## src/rtl/min_os_pkg.sv

```systemverilog
// MinOS link definitions shared by the TX and RX halves of the UART link.
// Holds the frame byte constants, the frame FSM state encoding and small
// helpers for the TYPE/LEN bytes and the 8-bit wrapping checksum.
package min_os_pkg;

   localparam logic [7:0] MINOS_SYNC         = 8'hA5;
   localparam logic [7:0] MINOS_TYPE_LEDS    = 8'h01;
   localparam logic [7:0] MINOS_TYPE_DISPLAY = 8'h02;
   localparam logic [7:0] MINOS_LEN_LEDS     = 8'h01;
   localparam logic [7:0] MINOS_LEN_DISPLAY  = 8'h40;

   typedef enum logic [2:0] {
      ST_IDLE    = 3'd0,
      ST_SYNC    = 3'd1,
      ST_TYPE    = 3'd2,
      ST_LEN     = 3'd3,
      ST_PAYLOAD = 3'd4,
      ST_CSUM    = 3'd5
   } minos_state_e;

   function automatic logic [7:0] minos_type(input logic is_disp);
      return is_disp ? MINOS_TYPE_DISPLAY : MINOS_TYPE_LEDS;
   endfunction

   function automatic logic [7:0] minos_len(input logic is_disp);
      return is_disp ? MINOS_LEN_DISPLAY : MINOS_LEN_LEDS;
   endfunction

   // Checksum is a plain modulo-256 sum of TYPE, LEN and payload.
   function automatic logic [7:0] csum_add(input logic [7:0] acc, input logic [7:0] b);
      return acc + b;
   endfunction

endpackage

```

## src/rtl/uart_tx_byte.sv

```systemverilog
// 8N1 byte serialiser: start bit 0, data LSB first, stop bit 1, each bit
// CLKS_PER_BIT cycles. A new byte may be started in the final cycle of the
// previous stop bit, so consecutive bytes leave no idle gap on the line.
// Ports:
//   clk, rst_n : clock, asynchronous active-low reset
//   data       : byte to send, captured when start is accepted
//   start      : load data (accepted while idle or in the last stop-bit cycle)
//   tx         : registered serial output, idle high
//   done       : high during the last cycle of the stop bit
module uart_tx_byte #(
   parameter int CLKS_PER_BIT = 868
) (
   input  logic       clk,
   input  logic       rst_n,
   input  logic [7:0] data,
   input  logic       start,
   output logic       tx,
   output logic       done
);

   localparam int CW = $clog2(CLKS_PER_BIT + 1);
   localparam logic [CW-1:0] CNT_LAST = CW'(CLKS_PER_BIT - 1);

   logic          active_r;
   logic [3:0]    bit_r;
   logic [CW-1:0] cnt_r;
   logic [7:0]    shift_r;
   logic          tx_r;
   logic          last_s;

   assign last_s = active_r && (bit_r == 4'd9) && (cnt_r == CNT_LAST);
   assign done   = last_s;
   assign tx     = tx_r;

   // Bit timing and shifting; bit_r 0 = start, 1..8 = data, 9 = stop.
   always_ff @(posedge clk or negedge rst_n) begin
      if (!rst_n) begin
         active_r <= 1'b0;
         bit_r    <= 4'd0;
         cnt_r    <= '0;
         shift_r  <= 8'h00;
         tx_r     <= 1'b1;
      end else if (start && (!active_r || last_s)) begin
         active_r <= 1'b1;
         bit_r    <= 4'd0;
         cnt_r    <= '0;
         shift_r  <= data;
         tx_r     <= 1'b0;
      end else if (active_r) begin
         if (cnt_r == CNT_LAST) begin
            cnt_r <= '0;
            if (bit_r == 4'd9) begin
               active_r <= 1'b0;
               tx_r     <= 1'b1;
            end else begin
               bit_r <= bit_r + 4'd1;
               if (bit_r == 4'd8) begin
                  tx_r <= 1'b1;
               end else begin
                  tx_r    <= shift_r[0];
                  shift_r <= {1'b0, shift_r[7:1]};
               end
            end
         end else begin
            cnt_r <= cnt_r + CW'(1);
         end
      end else begin
         tx_r <= 1'b1;
      end
   end

endmodule

```

## src/rtl/min_os_frame_tx.sv

```systemverilog
// MinOS link transmitter: on each refresh sends an LED frame then a DISPLAY
// frame (SYNC | TYPE | LEN | payload | CSUM) over 8N1 UART.
// Ports:
//   CLK, RST_N : clock, asynchronous active-low reset
//   leds       : LED byte, snapshotted at refresh start
//   display    : 64-byte display, byte k = display[8k+7:8k], snapshotted at refresh start
//   send_now   : one-cycle request for an immediate refresh
//   TX         : UART serial output, idle high
//   busy       : high from refresh start until the DISPLAY frame's last stop bit ends
//   frame_done : one-cycle pulse after each frame's checksum stop bit
module min_os_frame_tx
   import min_os_pkg::*;
#(
   parameter int CLKS_PER_BIT   = 868,
   parameter int REFRESH_CYCLES = 3_333_333
) (
   input  logic         CLK,
   input  logic         RST_N,
   input  logic [7:0]   leds,
   input  logic [511:0] display,
   input  logic         send_now,
   output logic         TX,
   output logic         busy,
   output logic         frame_done
);

   localparam int RW = $clog2(REFRESH_CYCLES);
   localparam logic [RW-1:0] REF_LAST = RW'(REFRESH_CYCLES - 1);

   minos_state_e state_r, state_nx_s;
   logic [5:0]   idx_r, idx_nx_s;
   logic         disp_r, disp_nx_s;
   logic [RW-1:0] ref_cnt_r;
   logic         pend_r;
   logic         busy_r;
   logic         fd_r;
   logic [7:0]   csum_r;
   logic [7:0]   leds_sh_r;
   logic [511:0] disp_sh_r;
   logic         trig_s;
   logic         launch_s;
   logic         start_s;
   logic         done_s;
   logic [7:0]   byte_s;

   assign trig_s     = send_now | (ref_cnt_r == REF_LAST);
   assign busy       = busy_r;
   assign frame_done = fd_r;

   // Free-running refresh timer, wraps every REFRESH_CYCLES cycles.
   always_ff @(posedge CLK or negedge RST_N) begin
      if (!RST_N) begin
         ref_cnt_r <= '0;
      end else if (ref_cnt_r == REF_LAST) begin
         ref_cnt_r <= '0;
      end else begin
         ref_cnt_r <= ref_cnt_r + RW'(1);
      end
   end

   // Frame FSM next state; the serialiser is always fed the byte of the state being entered.
   always_comb begin
      state_nx_s = state_r;
      idx_nx_s   = idx_r;
      disp_nx_s  = disp_r;
      launch_s   = 1'b0;
      case (state_r)
         ST_IDLE: begin
            if (trig_s || pend_r) begin
               state_nx_s = ST_SYNC;
               disp_nx_s  = 1'b0;
               launch_s   = 1'b1;
            end else begin
               state_nx_s = ST_IDLE;
            end
         end
         ST_SYNC: begin
            if (done_s) state_nx_s = ST_TYPE;
            else        state_nx_s = ST_SYNC;
         end
         ST_TYPE: begin
            if (done_s) state_nx_s = ST_LEN;
            else        state_nx_s = ST_TYPE;
         end
         ST_LEN: begin
            if (done_s) begin
               state_nx_s = ST_PAYLOAD;
               idx_nx_s   = 6'd0;
            end else begin
               state_nx_s = ST_LEN;
            end
         end
         ST_PAYLOAD: begin
            if (done_s) begin
               if ({2'b00, idx_r} == (minos_len(disp_r) - 8'd1)) begin
                  state_nx_s = ST_CSUM;
               end else begin
                  idx_nx_s = idx_r + 6'd1;
               end
            end else begin
               state_nx_s = ST_PAYLOAD;
            end
         end
         ST_CSUM: begin
            if (done_s) begin
               if (disp_r) begin
                  state_nx_s = ST_IDLE;
               end else begin
                  state_nx_s = ST_SYNC;
                  disp_nx_s  = 1'b1;
               end
            end else begin
               state_nx_s = ST_CSUM;
            end
         end
         default: begin
            state_nx_s = ST_IDLE;
         end
      endcase
   end

   // Byte mux and serialiser start for the state being entered.
   always_comb begin
      start_s = launch_s || (done_s && (state_nx_s != ST_IDLE));
      case (state_nx_s)
         ST_SYNC:    byte_s = MINOS_SYNC;
         ST_TYPE:    byte_s = minos_type(disp_nx_s);
         ST_LEN:     byte_s = minos_len(disp_nx_s);
         ST_PAYLOAD: byte_s = disp_nx_s ? disp_sh_r[{idx_nx_s, 3'b000} +: 8] : leds_sh_r;
         ST_CSUM:    byte_s = csum_r;
         default:    byte_s = 8'h00;
      endcase
   end

   // FSM, pending flag, snapshots, checksum and status outputs.
   always_ff @(posedge CLK or negedge RST_N) begin
      if (!RST_N) begin
         state_r   <= ST_IDLE;
         idx_r     <= 6'd0;
         disp_r    <= 1'b0;
         pend_r    <= 1'b0;
         busy_r    <= 1'b0;
         fd_r      <= 1'b0;
         csum_r    <= 8'h00;
         leds_sh_r <= 8'h00;
         disp_sh_r <= '0;
      end else begin
         state_r <= state_nx_s;
         idx_r   <= idx_nx_s;
         disp_r  <= disp_nx_s;
         busy_r  <= (state_nx_s != ST_IDLE);
         fd_r    <= done_s && (state_r == ST_CSUM);
         // A trigger arriving while busy is remembered once; extra triggers merge.
         if (launch_s) begin
            pend_r <= 1'b0;
         end else if (trig_s && (state_r != ST_IDLE)) begin
            pend_r <= 1'b1;
         end else begin
            pend_r <= pend_r;
         end
         if (launch_s) begin
            leds_sh_r <= leds;
            disp_sh_r <= display;
         end else begin
            leds_sh_r <= leds_sh_r;
            disp_sh_r <= disp_sh_r;
         end
         if (start_s && (state_nx_s == ST_TYPE)) begin
            csum_r <= byte_s;
         end else if (start_s && ((state_nx_s == ST_LEN) || (state_nx_s == ST_PAYLOAD))) begin
            csum_r <= csum_add(csum_r, byte_s);
         end else begin
            csum_r <= csum_r;
         end
      end
   end

   uart_tx_byte #(
      .CLKS_PER_BIT(CLKS_PER_BIT)
   ) u_ser (
      .clk   (CLK),
      .rst_n (RST_N),
      .data  (byte_s),
      .start (start_s),
      .tx    (TX),
      .done  (done_s)
   );

endmodule

```

## config.mk

```make
export PLATFORM = sky130hd
export DESIGN_NAME = min_os_frame_tx
export DESIGN_NICKNAME = d
export VERILOG_FILES = /design/src/rtl/min_os_pkg.sv /design/src/rtl/uart_tx_byte.sv /design/src/rtl/min_os_frame_tx.sv
export SDC_FILE = /design/constraint.sdc
export NUM_CORES = 2
export LEC_CHECK = 0
export BUFFER_PORTS_ARGS = -buffer_cell sky130_fd_sc_hd__buf_2
export CORE_MARGIN = 1
export CORE_UTILIZATION = 50
export CTS_BUF_LIST = sky130_fd_sc_hd__clkbuf_8
export DETAILED_ROUTE_END_ITERATION = 10
export GPL_TIMING_DRIVEN = 0
export PLACE_DENSITY_LB_ADDON = 0.05
export SLEW_MARGIN = 20
export SYNTH_ARGS = -nofsm -noshare
export SYNTH_HDL_FRONTEND = slang
export SYNTH_SLANG_ARGS = --single-unit
```

## constraint.sdc

```tcl
create_clock -name CLK -period 4.9 [get_ports CLK]
set_input_delay 0.49 -clock CLK [delete_from_list [all_inputs] [get_ports CLK]]
set_output_delay 0.49 -clock CLK [all_outputs]
set_load 0.1 [all_outputs]
```

==> flow_metrics.env <==
export IMPL_maxSlewHeadroom_pct=26.91
export IMPL_outcome="complete, but fails checks"
export IMPL_cts_tree="yes"
export IMPL_rr_startpoint="u_ser.cnt_r[0]$_DFFE_PN0P_"
export IMPL_routabilityCongestion=0.9754
export IMPL_final_cell_area_um2=40870
export IMPL_ff2ff_setup_slack_ns=-0.99
export IMPL_hold_path_class="in -> reg"
export IMPL_synth_fp_nets=4012
export IMPL_grt_pass1_wl_um=196500
export IMPL_coreArea_um2=55630
export IMPL_place_hpwl_um=92480
export IMPL_grt_max_degree=100
export IMPL_port_buffers=525
export IMPL_leakage_nw=21.22
export IMPL_syn2layout_area_growth_pct=43.95
export IMPL_route_detailed_drc=0
export IMPL_hold_end="disp_sh_r[433]$_DFFE_PN0P_"
export IMPL_initial_core_util_pct=51.04
export IMPL_rr_worst_depth=28
export IMPL_fin_crit_ns=5.887
export IMPL_cpMaxStageDelayCell="nor4_4"
export IMPL_fill_cells=4193
export IMPL_synth_flop_cell="dfrtp_1"
export IMPL_die_x_um=240.3
export IMPL_synth_area_leaders="dfrtp_1, nand2_1, mux2i_1"
export IMPL_netlist_top_cells_count="nand2_1, dfrtp_1, clkbuf_1"
export IMPL_met3_length_um=16060
export IMPL_timing_final_ws_setup_ns=-0.9872
export IMPL_clock_skew_ns=0.03698
export IMPL_cts_root_buf="clkbuf_8"
export IMPL_critical_path_class="reg -> reg"
export IMPL_arrival_ns=6.51
export IMPL_insertion_delay_ns=0.74
export IMPL_r2r_end="csum_r[7]$_DFFE_PN0P_"
export IMPL_crit_buf_inv=5
export IMPL_track_usage_pct=47.49
export IMPL_ios=526
export IMPL_worst_pin_slew_ns=1.096
export IMPL_peakVddDrop_mv=0.2881
export IMPL_die_h_um=240.3
export IMPL_placedInstanceArea_um2=32200
export IMPL_hold_slack_ns=0.001248
export IMPL_dieArea_um2=57750
export IMPL_fmax_mhz=169.9
export IMPL_cts_reportedPaths_clkPinSlew_ns=0.07
export IMPL_endpoint_kind="flip-flop"
export IMPL_period_share_pct=120.1
export IMPL_cp_required_ns=5.52
export IMPL_synth_edf_count=0
export IMPL_hold_violations=0
export IMPL_numCtsBuffers=98
export IMPL_syn_area_per_cell_um2=8.173
export IMPL_synth_cell_types=85
export IMPL_num_rows=86
export IMPL_grt_setup_unrepaired="yes"
export IMPL_clock_sinks=587
export IMPL_slew_viol_final=0
export IMPL_drt_initial_drc_count=3784
export IMPL_gr_total_overflow=0
export IMPL_cap_violations=0
export IMPL_violations="setup timing"
export IMPL_ys_seq_elements=587
export IMPL_yosys_warnings=0
export IMPL_wl_met2_um=59830
export IMPL_min_path_cells=3
export IMPL_ant_nets=0
export IMPL_firstDrtPassIters=6
export IMPL_highest_layer="met5"
export IMPL_clk_path_buf_depth=3
export IMPL_vias_per_cell=5.853
export IMPL_synthCells=3474
export IMPL_setup_violations_final=5
export IMPL_antenna_found_initial=9
export IMPL_routed_wirelength_um=138100
export IMPL_synth_top_cell_area_share_pct=51.64
export IMPL_synthMostInstantiatedCell="nand2_1"
export IMPL_grt_pass1_vias=31410
export IMPL_hp_start="display[433]"
export IMPL_critical_path_max_stage_delay_ns=0.48
export IMPL_routedWlPerCell_um=25.26
export IMPL_p_per_area_nw_per_um2=246.5
export IMPL_netlist_area_um2=28390
export IMPL_critPathTopFamily="simple AND/OR/NAND/NOR gates"
export IMPL_cp_max_fo=10
export IMPL_synthArstFlopShare_pct=100.0
export IMPL_wl_met1_um=51530
export IMPL_h_tree_depth=3
export IMPL_final_nets=5167
export IMPL_yosysTopAreaCell="dfrtp_1"
export IMPL_synth_seq_area_share_pct=51.74
export IMPL_layout_drive_gt1_share_pct=21.57
export IMPL_cp_start_kind="flip-flop"
export IMPL_num_vias=31990
-- worst reg2reg max path, delay by kind of cell (launching register included) --
family / cells / cell delay (ns)
buf+inv: 5 / 0.80
flops: 1 / 0.41
simple gates: 10 / 2.10
compound gates: 11 / 2.10
fa+ha+maj: 2 / 0.39
-- flip-flops by register name, indices dropped and copies added (netlist names), 3 cells and up --
| signal | flops |
|---|---|
| idx_r | 6 |
| u_ser.bit_r | 4 |
| disp_sh_r | 512 |
| u_ser.shift_r | 8 |
| leds_sh_r | 8 |
| ref_cnt_r | 22 |
| u_ser.cnt_r | 10 |
| state_r | 3 |
| csum_r | 8 |
-- repair_timing --
item	4_1_cts	5_1_grt
hold buffers	436	0
buffers inserted	74	16
endpoints found under the setup margin	14	7
pin swaps	39	51
gates resized for setup	287	76
endpoints found under the hold margin	486	0
cloned	1	0
-- power breakdown --
part           internal (mW)         switching [mW]  total [mW]  leakage [nW]
Sequential              4.85  0.0000000000000000199        4.85          8.05
Clock                   2.40                   2.16        4.56          1.18
Combinational          0.393                  0.281       0.673          12.0
Total                   7.64                   2.44        10.1          21.2
-- how the worst max path moves through the flow --
stage	endpoint	cells past startpoint	from	slack (ns)
final	csum_r[7]$_DFFE_PN0P_	28	u_ser.cnt_r[0]$_DFFE_PN0P_	-0.99
after global routing	csum_r[7]$_DFFE_PN0P_	29	u_ser.bit_r[1]$_DFFE_PN0P_	-1.02
after CTS	csum_r[7]$_DFFE_PN0P_	30	u_ser.bit_r[1]$_DFFE_PN0P_	-0.87
after detailed placement	csum_r[7]$_DFFE_PN0P_	28	u_ser.bit_r[1]$_DFFE_PN0P_	-2.52
after global placement	disp_sh_r[323]$_DFFE_PN0P_	1	RST_N	-9.14
after floorplan	csum_r[7]$_DFFE_PN0P_	31	u_ser.cnt_r[0]$_DFFE_PN0P_	-0.27
-- cells in the final DEF (no fill, tap or decap), types with 11 or more instances in the layout --
cell and instances:
a211oi_1 66, a21oi_1 34, a311oi_1 27, a311oi_2 18, a31oi_1 16, a32oi_1 15, and3_1 87, buf_12 29
buf_16 11, buf_2 533, buf_4 91, buf_6 16, buf_8 20, clkbuf_1 117, clkbuf_8 134, clkinv_2 13
dfrtp_1 582, dlygate4sd3_1 436, inv_1 53, mux2i_1 55, nand2_1 1860, nand3_1 82, nand3_2 11, nand4_1 11
nor2_1 43, o21ai_0 43, xnor2_1 17, xor2_1 12
-- cell type report --
cell class | count | area [um^2] | share of cell area [%]
antenna | 7 | 17.52 | 0.04286
buffer | 221 | 1848 | 4.521
clock buffer | 125 | 1720 | 4.209
clock inverter | 56 | 306.5 | 0.7500
inverter | 24 | 111.4 | 0.2724
multi-input combinational | 2639 | 13290 | 32.51
sequential | 587 | 14700 | 35.95
tap | 748 | 935.9 | 2.290
timing repair buffer | 1058 | 7949 | 19.45
-- per-stage QoR --
step / setup slack (ns) / power [mW] / std cells / utilization, % / setup TNS [ns]
floorplan: -0.2673 / 4.942 / 3474 / - / -0.2673
global placement: -9.138 / 5.296 / 4747 / 57.54 / -5313.24
detailed placement: -2.524 / 5.307 / 4753 / 57.89 / -13.17
CTS: -0.8724 / 10.01 / 5444 / 72.58 / -1.924
global route: -1.022 / 10.30 / 5462 / 73.46 / -3.184
finish: -0.9872 / 10.08 / 5465 / 73.47 / -2.839
-- per-layer routing --
metal | up-vias | GRT usage, %
met2 | 2307 | 70.56
met4 | 2 | 31.21
met5 | - | 0
li1 | 13700 | -
met3 | 602 | 13.43
met1 | 15380 | 60.60
-- cells by family after synthesis --
kind of cell / after synthesis / synth area share [%]
flip-flops: 587 / 51.74
buffers and inverters: 248 / 4.076
AND/OR/NAND/NOR: 2195 / 31.52
AO/OA/AOI/OAI: 334 / 8.513
multiplexers: 66 / 2.573
adder cells (fa/ha/maj): 15 / 0.6874
XOR/XNOR: 29 / 0.8945
(Power assumes the default switching activity.)
